$ cat src/rtl/local_ctrl_layer4.sv
`timescale 1ns/1ps
`default_nettype none
// +----------------------------------------------------------------------------+
// | local_ctrl_layer4: reads the layer-3 temp buffer 10x, forms signed dot     |
// | products against the weight ROM and reports scores plus an argmax class.   |
// | Option macro: LAYER4_ARGMAX_EN (builds the argmax comparator).             |
// | Revision: 1.0                                                              |
// +----------------------------------------------------------------------------+
module local_ctrl_layer4 #(
  parameter int DATA_W = 8,
  parameter int WGT_W  = 8,
  parameter int ACC_W  = 24
) (
  input  logic                     clk_i,
  input  logic                     rstn_i,
  input  logic                     start_i,
  output logic                     temp_rd_en_o,
  output logic [5:0]               temp_rd_addr_o,
  input  logic [DATA_W-1:0]        temp_rd_data_i,
  output logic                     w_en_o,
  output logic [9:0]               w_addr_o,
  input  logic [WGT_W-1:0]         w_data_i,
  output logic                     temp_rd_done_o,
  output logic                     score_valid_o,
  output logic [3:0]               score_idx_o,
  output logic signed [ACC_W-1:0]  score_o,
  output logic [3:0]               class_o,
  output logic                     done_o
);

  localparam int PROD_W = DATA_W + WGT_W;

  localparam logic [1:0] ST_IDLE  = 2'd0;
  localparam logic [1:0] ST_READ  = 2'd1;
  localparam logic [1:0] ST_DRAIN = 2'd2;
  localparam logic [1:0] ST_FINAL = 2'd3;

  logic [1:0]               r_state;
  logic [5:0]               r_idx;
  logic [3:0]               r_neuron;
  logic [9:0]               r_waddr;
  logic                     r_rd_en;
  logic                     r_drain;
  logic                     r_tdone;
  logic                     r_done;

  logic                     r_p_valid;
  logic                     r_p_first;
  logic                     r_p_last;
  logic [3:0]               r_p_neuron;
  logic signed [ACC_W-1:0]  r_acc;
  logic                     r_sv;
  logic [3:0]               r_sidx;

  logic                     w_last_rd;
  logic signed [PROD_W-1:0] w_prod;
  logic signed [ACC_W-1:0]  w_prod_ext;
  logic signed [ACC_W-1:0]  w_sum;

  assign w_last_rd  = (r_idx == 6'd63) && (r_neuron == 4'd9);
  assign w_prod     = $signed(temp_rd_data_i) * $signed(w_data_i);
  assign w_prod_ext = {{(ACC_W-PROD_W){w_prod[PROD_W-1]}}, w_prod};
  // The first element of each neuron reloads the accumulator, so no clear cycle is needed.
  assign w_sum      = r_p_first ? w_prod_ext : (r_acc + w_prod_ext);

  always_ff @(posedge clk_i or negedge rstn_i) begin
    if (!rstn_i) begin
      r_state  <= ST_IDLE;
      r_idx    <= 6'd0;
      r_neuron <= 4'd0;
      r_waddr  <= 10'd0;
      r_rd_en  <= 1'b0;
      r_drain  <= 1'b0;
      r_tdone  <= 1'b0;
      r_done   <= 1'b0;
    end else begin
      r_tdone <= 1'b0;
      r_done  <= 1'b0;
      case (r_state)
        ST_IDLE: begin
          if (start_i) begin
            r_state  <= ST_READ;
            r_rd_en  <= 1'b1;
            r_idx    <= 6'd0;
            r_neuron <= 4'd0;
            r_waddr  <= 10'd0;
          end
        end
        ST_READ: begin
          if (w_last_rd) begin
            r_state  <= ST_DRAIN;
            r_rd_en  <= 1'b0;
            r_idx    <= 6'd0;
            r_neuron <= 4'd0;
            r_waddr  <= 10'd0;
            r_tdone  <= 1'b1;
          end else begin
            r_idx   <= r_idx + 6'd1;
            r_waddr <= r_waddr + 10'd1;
            if (r_idx == 6'd63) begin
              r_neuron <= r_neuron + 4'd1;
            end
          end
        end
        ST_DRAIN: begin
          if (r_drain) begin
            r_state <= ST_FINAL;
            r_drain <= 1'b0;
            r_done  <= 1'b1;
          end else begin
            r_drain <= 1'b1;
          end
        end
        ST_FINAL: r_state <= ST_IDLE;
        default:  r_state <= ST_IDLE;
      endcase
    end
  end

  always_ff @(posedge clk_i or negedge rstn_i) begin
    if (!rstn_i) begin
      r_p_valid  <= 1'b0;
      r_p_first  <= 1'b0;
      r_p_last   <= 1'b0;
      r_p_neuron <= 4'd0;
      r_acc      <= '0;
      r_sv       <= 1'b0;
      r_sidx     <= 4'd0;
    end else begin
      r_p_valid  <= r_rd_en;
      r_p_first  <= (r_idx == 6'd0);
      r_p_last   <= (r_idx == 6'd63);
      r_p_neuron <= r_neuron;
      r_sv       <= 1'b0;
      if (r_p_valid) begin
        r_acc <= w_sum;
        if (r_p_last) begin
          r_sv   <= 1'b1;
          r_sidx <= r_p_neuron;
        end
      end
    end
  end

`ifdef LAYER4_ARGMAX_EN
  logic signed [ACC_W-1:0] r_best;
  logic [3:0]              r_best_idx;
  logic [3:0]              r_class;

  // Compared on the final sum so the last neuron is settled before FINAL loads class.
  always_ff @(posedge clk_i or negedge rstn_i) begin
    if (!rstn_i) begin
      r_best     <= '0;
      r_best_idx <= 4'd0;
      r_class    <= 4'd0;
    end else begin
      if (r_p_valid && r_p_last && ((r_p_neuron == 4'd0) || (w_sum > r_best))) begin
        r_best     <= w_sum;
        r_best_idx <= r_p_neuron;
      end
      if ((r_state == ST_DRAIN) && r_drain) begin
        r_class <= r_best_idx;
      end
    end
  end

  assign class_o = r_class;
`else
  assign class_o = 4'd0;
`endif

  assign temp_rd_en_o   = r_rd_en;
  assign temp_rd_addr_o = r_idx;
  assign w_en_o         = r_rd_en;
  assign w_addr_o       = r_waddr;
  assign temp_rd_done_o = r_tdone;
  assign score_valid_o  = r_sv;
  assign score_idx_o    = r_sidx;
  assign score_o        = r_acc;
  assign done_o         = r_done;

endmodule
`default_nettype wire

$ cat config.mk
export PLATFORM = sky130hd
export DESIGN_NAME = local_ctrl_layer4
export DESIGN_NICKNAME = d
export VERILOG_FILES = /design/src/rtl/local_ctrl_layer4.sv
export SDC_FILE = /design/constraint.sdc
export NUM_CORES = 1
export LEC_CHECK = 0
export CAP_MARGIN = 25
export CORE_MARGIN = 3
export CORE_UTILIZATION = 53
export DETAILED_ROUTE_END_ITERATION = 8
export PLACE_DENSITY = 0.79
export SETUP_SLACK_MARGIN = 0.4
export SYNTH_ARGS = -nofsm -noshare
export SYNTH_HDL_FRONTEND = slang
export SYNTH_SLANG_ARGS = --single-unit
$ cat constraint.sdc
create_clock -name clk_i -period 2.6 [get_ports clk_i]
set_clock_uncertainty 0.15 [all_clocks]
set_input_delay 0.39 -clock clk_i [delete_from_list [all_inputs] [get_ports clk_i]]
set_output_delay 0.39 -clock clk_i [all_outputs]
set_load 0.005 [all_outputs]
==> reports/qor.yml, run 1 <==
global_routing:
  grt_pass1_vias: 6552
  gr-total-overflow: 0
  antenna_found_initial: 0
  grt_start_max_net_pins: 63
  grt_pass1_wl_um: 32000
  grt_util_all_layers_pct: 30.4
floorplan:
  io_pins: 72
  core_area_mm2: 0.0115
  die_w_um: 115
  start_util_pct: 54.7
  rows: 39
  die_h_um: 115
  dieArea_mm2: 0.0132
logic_synthesis:
  yosys.area.top_type: "dfrtp_1"
  ys_seq_area_share_pct: 24.6
  synth.distinct_cells: 53
  synthFlopType: "dfrtp_1"
  synthesis.area_mm2: 0.00630
  yosys_warnings: 0
  yosys_register_bits: 62
  synth-async-reset-ratio_pct: 100
  synthTopCellsByArea: "dfrtp_1 (25%), fa_1 (18%), ha_1 (13%)"
  syn_area_per_cell_um2: 9.19
  synth_edf_count: 0
  synth.top_cell.area_share_pct: 24.6
  syn-instance-count: 686
clocking:
  insertion_delay_ns: 0.34
  cts_tree: "done"
  path_clk_slew_ns: 0.06
  ctsLongestPathBuffers: 2
  cts_sinks: 62
  root_buffer: "clkbuf_16"
  numCtsBuffers: 9
  htree_levels: 3
layout:
  fin_area_mm2: 0.00967
  areaGrowthSynthToFinish_pct: 53.4
  final_layout_size_suffix_gt1_share_pct: 39.5
  nNetsFinal: 1036
  layout.cells.non_filler: 1046
  seqCellArea_mm2: 0.00155
  fillers: 530
  diodes: 0
  multi_input_area_mm2: 0.00528
placed_design:
  dp.cells: 993
  place_hpwl_um: 12600
  placed_cell_area_mm2: 0.00826
  gp_congestion: 0.933
  port_buffers: 67
min_path:
  hp-class: "reg -> reg"
  hp-start: "temp_rd_en_o"
  whs_endpoint: "r_p_valid"
  min_path_cells: 0
timing:
  slew_headroom_pct: 55.8
  setup_slack_ns: -3.51
  layout_min_cycle_time_ns: 6.11
  setup_viol: 21
  rsz0062_at_grt: "yes"
  clock.fmax_mhz: 164
  tns_ns: -56.14
  hold_viol_final: 0
  period_share_pct: 235
  worstMarginPinSlew_ns: 0.662
  slew_violations: 0
drt:
  route.vias.total: 6341
  remaining_drc_errors: 0
  viasPerCell: 6.06
  wl_um: 23200
  dr.pass1.iters: 6
  drtIter0Drc: 457
  final_antenna_net_count: 0
  wl_per_cell_um: 22.1
worst_setup_path:
  path_class: "in -> reg"
  r2r-end: "score_o[21]"
  worstPathArrival_ns: 6.19
  r2r_start: "score_o[1]"
  r2r_cells: 10
  rrSetupSlack_ns: -0.43
  critical_path_peak_fanout: 11
  required_ns: 2.68
  endpoint_kind: "flop"
  crit_path_start_kind: "input pin"
flow_run:
  drv_cap: 0
status:
  violations: "negative setup slack"
  status: "finished with violations"
-- metal layers --
| layer | wire length [um] | global-route usage (%) | vias up | share of wire (%) |
|---|---|---|---|---|
| li1 | - | - | 2673 | - |
| met1 | 8360 | 36.1 | 3116 | 36 |
| met2 | 11700 | 55.0 | 404 | 50 |
| met3 | 1480 | 4.79 | 148 | 6.4 |
| met4 | 1620 | 12.0 | 0 | 7.0 |
| met5 | 0 | 0 | - | 0 |
-- worst max-delay path: stages --
cell      delay, ns
buf_8          0.10
buf_4          0.13
buf_4          0.14
and2_4         0.16
fa_1           0.57
fa_1           0.48
fa_1           0.58
inv_1          0.06
fa_1           0.50
inv_2          0.05
ha_4           0.17
a21oi_4        0.16
nor2b_1        0.06
nor2_1         0.14
o21ai_2        0.09
buf_4          0.15
o31ai_4        0.29
xnor2_2        0.17
buf_4          0.23
ha_1           0.29
o211ai_1       0.13
o211ai_2       0.12
a211oi_2       0.22
o31a_1         0.26
xor2_1         0.23
o211ai_1       0.14
o21a_1         0.17
-- state kept, by name, summed over array words and instances (netlist names) --
signal	flops
score_o	24
w_addr_o	10
temp_rd_addr_o	6
r_neuron	4
r_p_neuron	4
score_idx_o	4
r_state	2
done_o	1
r_drain	1
r_p_first	1
r_p_last	1
r_p_valid	1
score_valid_o	1
temp_rd_done_o	1
temp_rd_en_o	1
-- cell usage in the layout (no fill, tap or decap), drive strengths merged, types with 8 or more instances in the layout --
cell type        n
nor2            55
a21oi           48
clkbuf          10
xor2            25
clkdlybuf4s50   50
nand2           41
nor2b           12
nand3            9
ha              63
buf            161
and2            50
fa              56
a211oi           8
xnor2           22
mux2             8
dfrtp           62
inv            106
o21ai           19
a21o            12
-- layout make-up --
class / count / share of cell area [%]
clock buffer: 9 / 2.33
multi-input combinational: 509 / 54.6
sequential: 62 / 16.0
inverter: 103 / 4.02
clock inverter: 7 / 1.32
timing repair buffer: 213 / 19.8
tap: 143 / 1.85
-- worst max path at each step --
stage / start / endpoint / slack [ns]
4_1_cts: temp_rd_data_i[4] / score_o[21] / -3.43
3_3_place_gp: w_data_i[4] / score_o[21] / -4.03
5_1_grt: temp_rd_data_i[2] / score_o[21] / -3.73
6_report: temp_rd_data_i[4] / score_o[21] / -3.51
3_5_place_dp: w_data_i[4] / score_o[21] / -4.23
2_1_floorplan: w_data_i[2] / score_o[22] / -3.21
-- through the flow --
step	util (%)	setup WS [ns]	hold slack, ns
after floorplan	-	-3.21	-0.0556
after global placement	71.7	-4.03	0.274
after detailed placement	71.7	-4.23	0.280
after CTS	80.3	-3.43	0.297
after global routing	84.0	-3.73	0.309
final	84.0	-3.51	0.301
-- timing repair --
| item | in CTS | in global routing |
|---|---|---|
| setup buffers | 22 | 14 |
| hold buffers | 1 | 0 |
| cloned | 0 | 0 |
| resized for setup | 191 | 73 |
| hold endpoints to repair | 62 | 0 |
| setup endpoints to repair | 35 | 35 |
| pin swaps | 80 | 81 |
-- cell families (layout without fill, tap and decap cells) --
kind of cell / Yosys count / in the layout / synth area share [%]
mux: 13 / 13 / 2.22
xor+xnor: 47 / 47 / 6.53
other cells: 1 / 4 / 0.0595
fa+ha+maj: 119 / 119 / 30.3
compound gates: 129 / 129 / 13.2
buf+inv: 118 / 332 / 7.32
flops: 62 / 62 / 24.6
simple gates: 197 / 197 / 15.8
-- Yosys cell counts (all sizes together) (8+ instances only) --
cell    count
nand3       9
a21oi      48
mux2        8
and2       50
xor2       25
inv       102
fa         56
a211oi      8
ha         63
nand2      41
nor2b      12
a21o       12
dfrtp      62
xnor2      22
o21ai      19
clkbuf      8
nor2       55
Power of run 1 is not shown: default switching activity piles up to over one toggle a cycle in this logic, so the estimate is an artifact.
==> run 2: changes to the inputs <==
Settings changed: PLACE_DENSITY 0.79 to 0.87.
==> run 2 against run 1 <==
Compared with the run above:
- the run still ends with negative setup slack left
- critical path depth stayed put
- worst hold slack worse by 0.29 ns
- largest cell class unchanged
- cell count is 1.4% higher
- worst setup slack worse by 0.090 ns
- fmax is 1.5% lower
==> reports/qor.yml, run 2 (synthesized netlist as in run 1, its figures left out) <==
timing:
  slew_headroom_pct: 40.9  # -15 points
  hold_viol_final: 0  # unchanged
  layout_min_cycle_time_ns: 6.20  # +0.0902 ns
  setup_viol: 21  # unchanged
  rsz0062_at_grt: "yes"
  period_share_pct: 239  # +3.5 points
  setup_slack_ns: -3.60  # -0.0902 ns
  worstMarginPinSlew_ns: 0.886  # +0.223 ns
  clock.fmax_mhz: 161  # -1.5%
  tns_ns: -59.17  # -3.03 ns
  slew_violations: 0  # unchanged
layout:
  largest_reg_flops: 24  # unchanged
  final_layout_size_suffix_gt1_share_pct: 38.1  # -1.4 points
  diodes: 0  # unchanged
  layout_commonest_cell: "buf_4"
  nNetsFinal: 1051  # +1.4%
  fillers: 489  # -7.7%
  final_cell_mix: "buf_4 (137), inv_1 (84), dfrtp_1 (62)"
  areaGrowthSynthToFinish_pct: 53.2
floorplan:
  start_util_pct: 54.7  # unchanged
  rows: 39  # unchanged
  dieArea_mm2: 0.0132  # unchanged
  core_area_mm2: 0.0115  # unchanged
  die_w_um: 115  # unchanged
  io_pins: 72  # unchanged
  die_h_um: 115  # unchanged
global_routing:
  gr-total-overflow: 0  # unchanged
  grt_util_all_layers_pct: 34.1  # +3.7 points
  antenna_found_initial: 0  # unchanged
  grt_pass1_vias: 7098  # +8.3%
  grt_pass1_wl_um: 35400  # +11%
  grt_start_max_net_pins: 41  # -35%
placed_design:
  place_hpwl_um: 13300  # +6.1%
  gp_congestion: 0.945  # +1.3%
  port_buffers: 67  # unchanged
drt:
  route.vias.total: 6690  # +5.5%
  final_antenna_net_count: 0  # unchanged
  drtIter0Drc: 781  # +71%
  dr.pass1.iters: 6  # unchanged
  wl_um: 25300  # +9.2%
  wl_per_cell_um: 23.8  # +7.7%
  viasPerCell: 6.31  # +4.0%
  remaining_drc_errors: 0  # unchanged
worst_setup_path:
  path_class: "in -> reg"
  crit_end: "score_o[23]"
  critical_path_peak_fanout: 4  # -7
  r2r-end: "score_o[21]"
  required_ns: 2.66  # -0.02 ns
  slowest_stage: "fa_1"
  rrSetupSlack_ns: -0.58  # -0.15 ns
  crit_path_start_kind: "input pin"
  cp_common_cell: "fa_1"
  worstPathArrival_ns: 6.27  # +0.08 ns
  critPathLaunch: "temp_rd_data_i[3]"
  crit_path_max_incr_delay_ns: 0.56  # -0.02 ns
  r2r_start: "score_o[5]"
  endpoint_kind: "flop"
  r2r_cells: 11  # +1
min_path:
  hp-class: "in -> async"
clocking:
  htree_levels: 3  # unchanged
  ctsLongestPathBuffers: 2  # unchanged
  cts_sinks: 62  # unchanged
  insertion_delay_ns: 0.35  # about the same
  hold_buffers: 0  # -1
  root_buffer: "clkbuf_16"
  numCtsBuffers: 9  # unchanged
  path_clk_slew_ns: 0.07  # about the same
  cts_tree: "done"
flow_run:
  drv_cap: 0  # unchanged
status:
  status: "finished with violations"
  violations: "negative setup slack"
## run 2: area by class of cell
class | instances | area, um^2 | share of cell area, %
sequential | 62 | 1550 | 16.1
inverter | 103 | 387 | 4.00
multi-input combinational | 509 | 5280 | 54.7
clock inverter | 6 | 86.3 | 0.894
clock buffer | 10 | 229 | 2.37
timing repair buffer | 228 | 1940 | 20.1
tap | 143 | 179 | 1.85
## run 2: timing repair
item,in CTS,in global routing
setup buffers,36,14
pin swaps,92,70
resized for setup,168,60
cloned,0,1
setup endpoints to repair,38,37
## run 2: routing by layer
metal / GRT usage (%) / share of wire [%] / vias to the layer above
met2: 58.8 / 48 / 569
met3: 7.11 / 8.4 / 219
met1: 38.0 / 34 / 3206
met4: 22.4 / 9.7 / 0
li1: - / - / 2696
met5: 0.370 / 0 / -
## run 2: worst min-delay path by stage
stage | slack [ns] | endpoint | cells after the start
final | 0.01 | w_addr_o[7] | 1
after global routing | 0.07 | w_addr_o[7] | 1
after CTS | 0.05 | w_addr_o[7] | 1
after detailed placement | 0.27 | r_p_neuron[3] | 0
after global placement | 0.26 | r_p_neuron[3] | 0
after floorplan | -0.06 | done_o | 0
## run 2: critical path: cells and delay by family
family	cells	cell delay (ns)
compound gates	11	1.86
fa+ha+maj	6	2.69
buf+inv	6	0.64
simple gates	3	0.53
xor+xnor	1	0.17
## run 2: per-stage QoR
step	hold WS (ns)	util [%]	worst slack, ns	cell area (um^2)	std cells
detailed placement	0.271	71.7	-4.11	8250	994
floorplan	-0.0556	-	-3.21	6660	689
global route	0.0709	83.8	-3.74	9650	1061
CTS	0.0466	80.6	-3.34	9280	1046
finish	0.0148	83.8	-3.60	9650	1061
global placement	0.261	71.7	-3.89	8250	994
Power of run 2 is left out for the same reason.
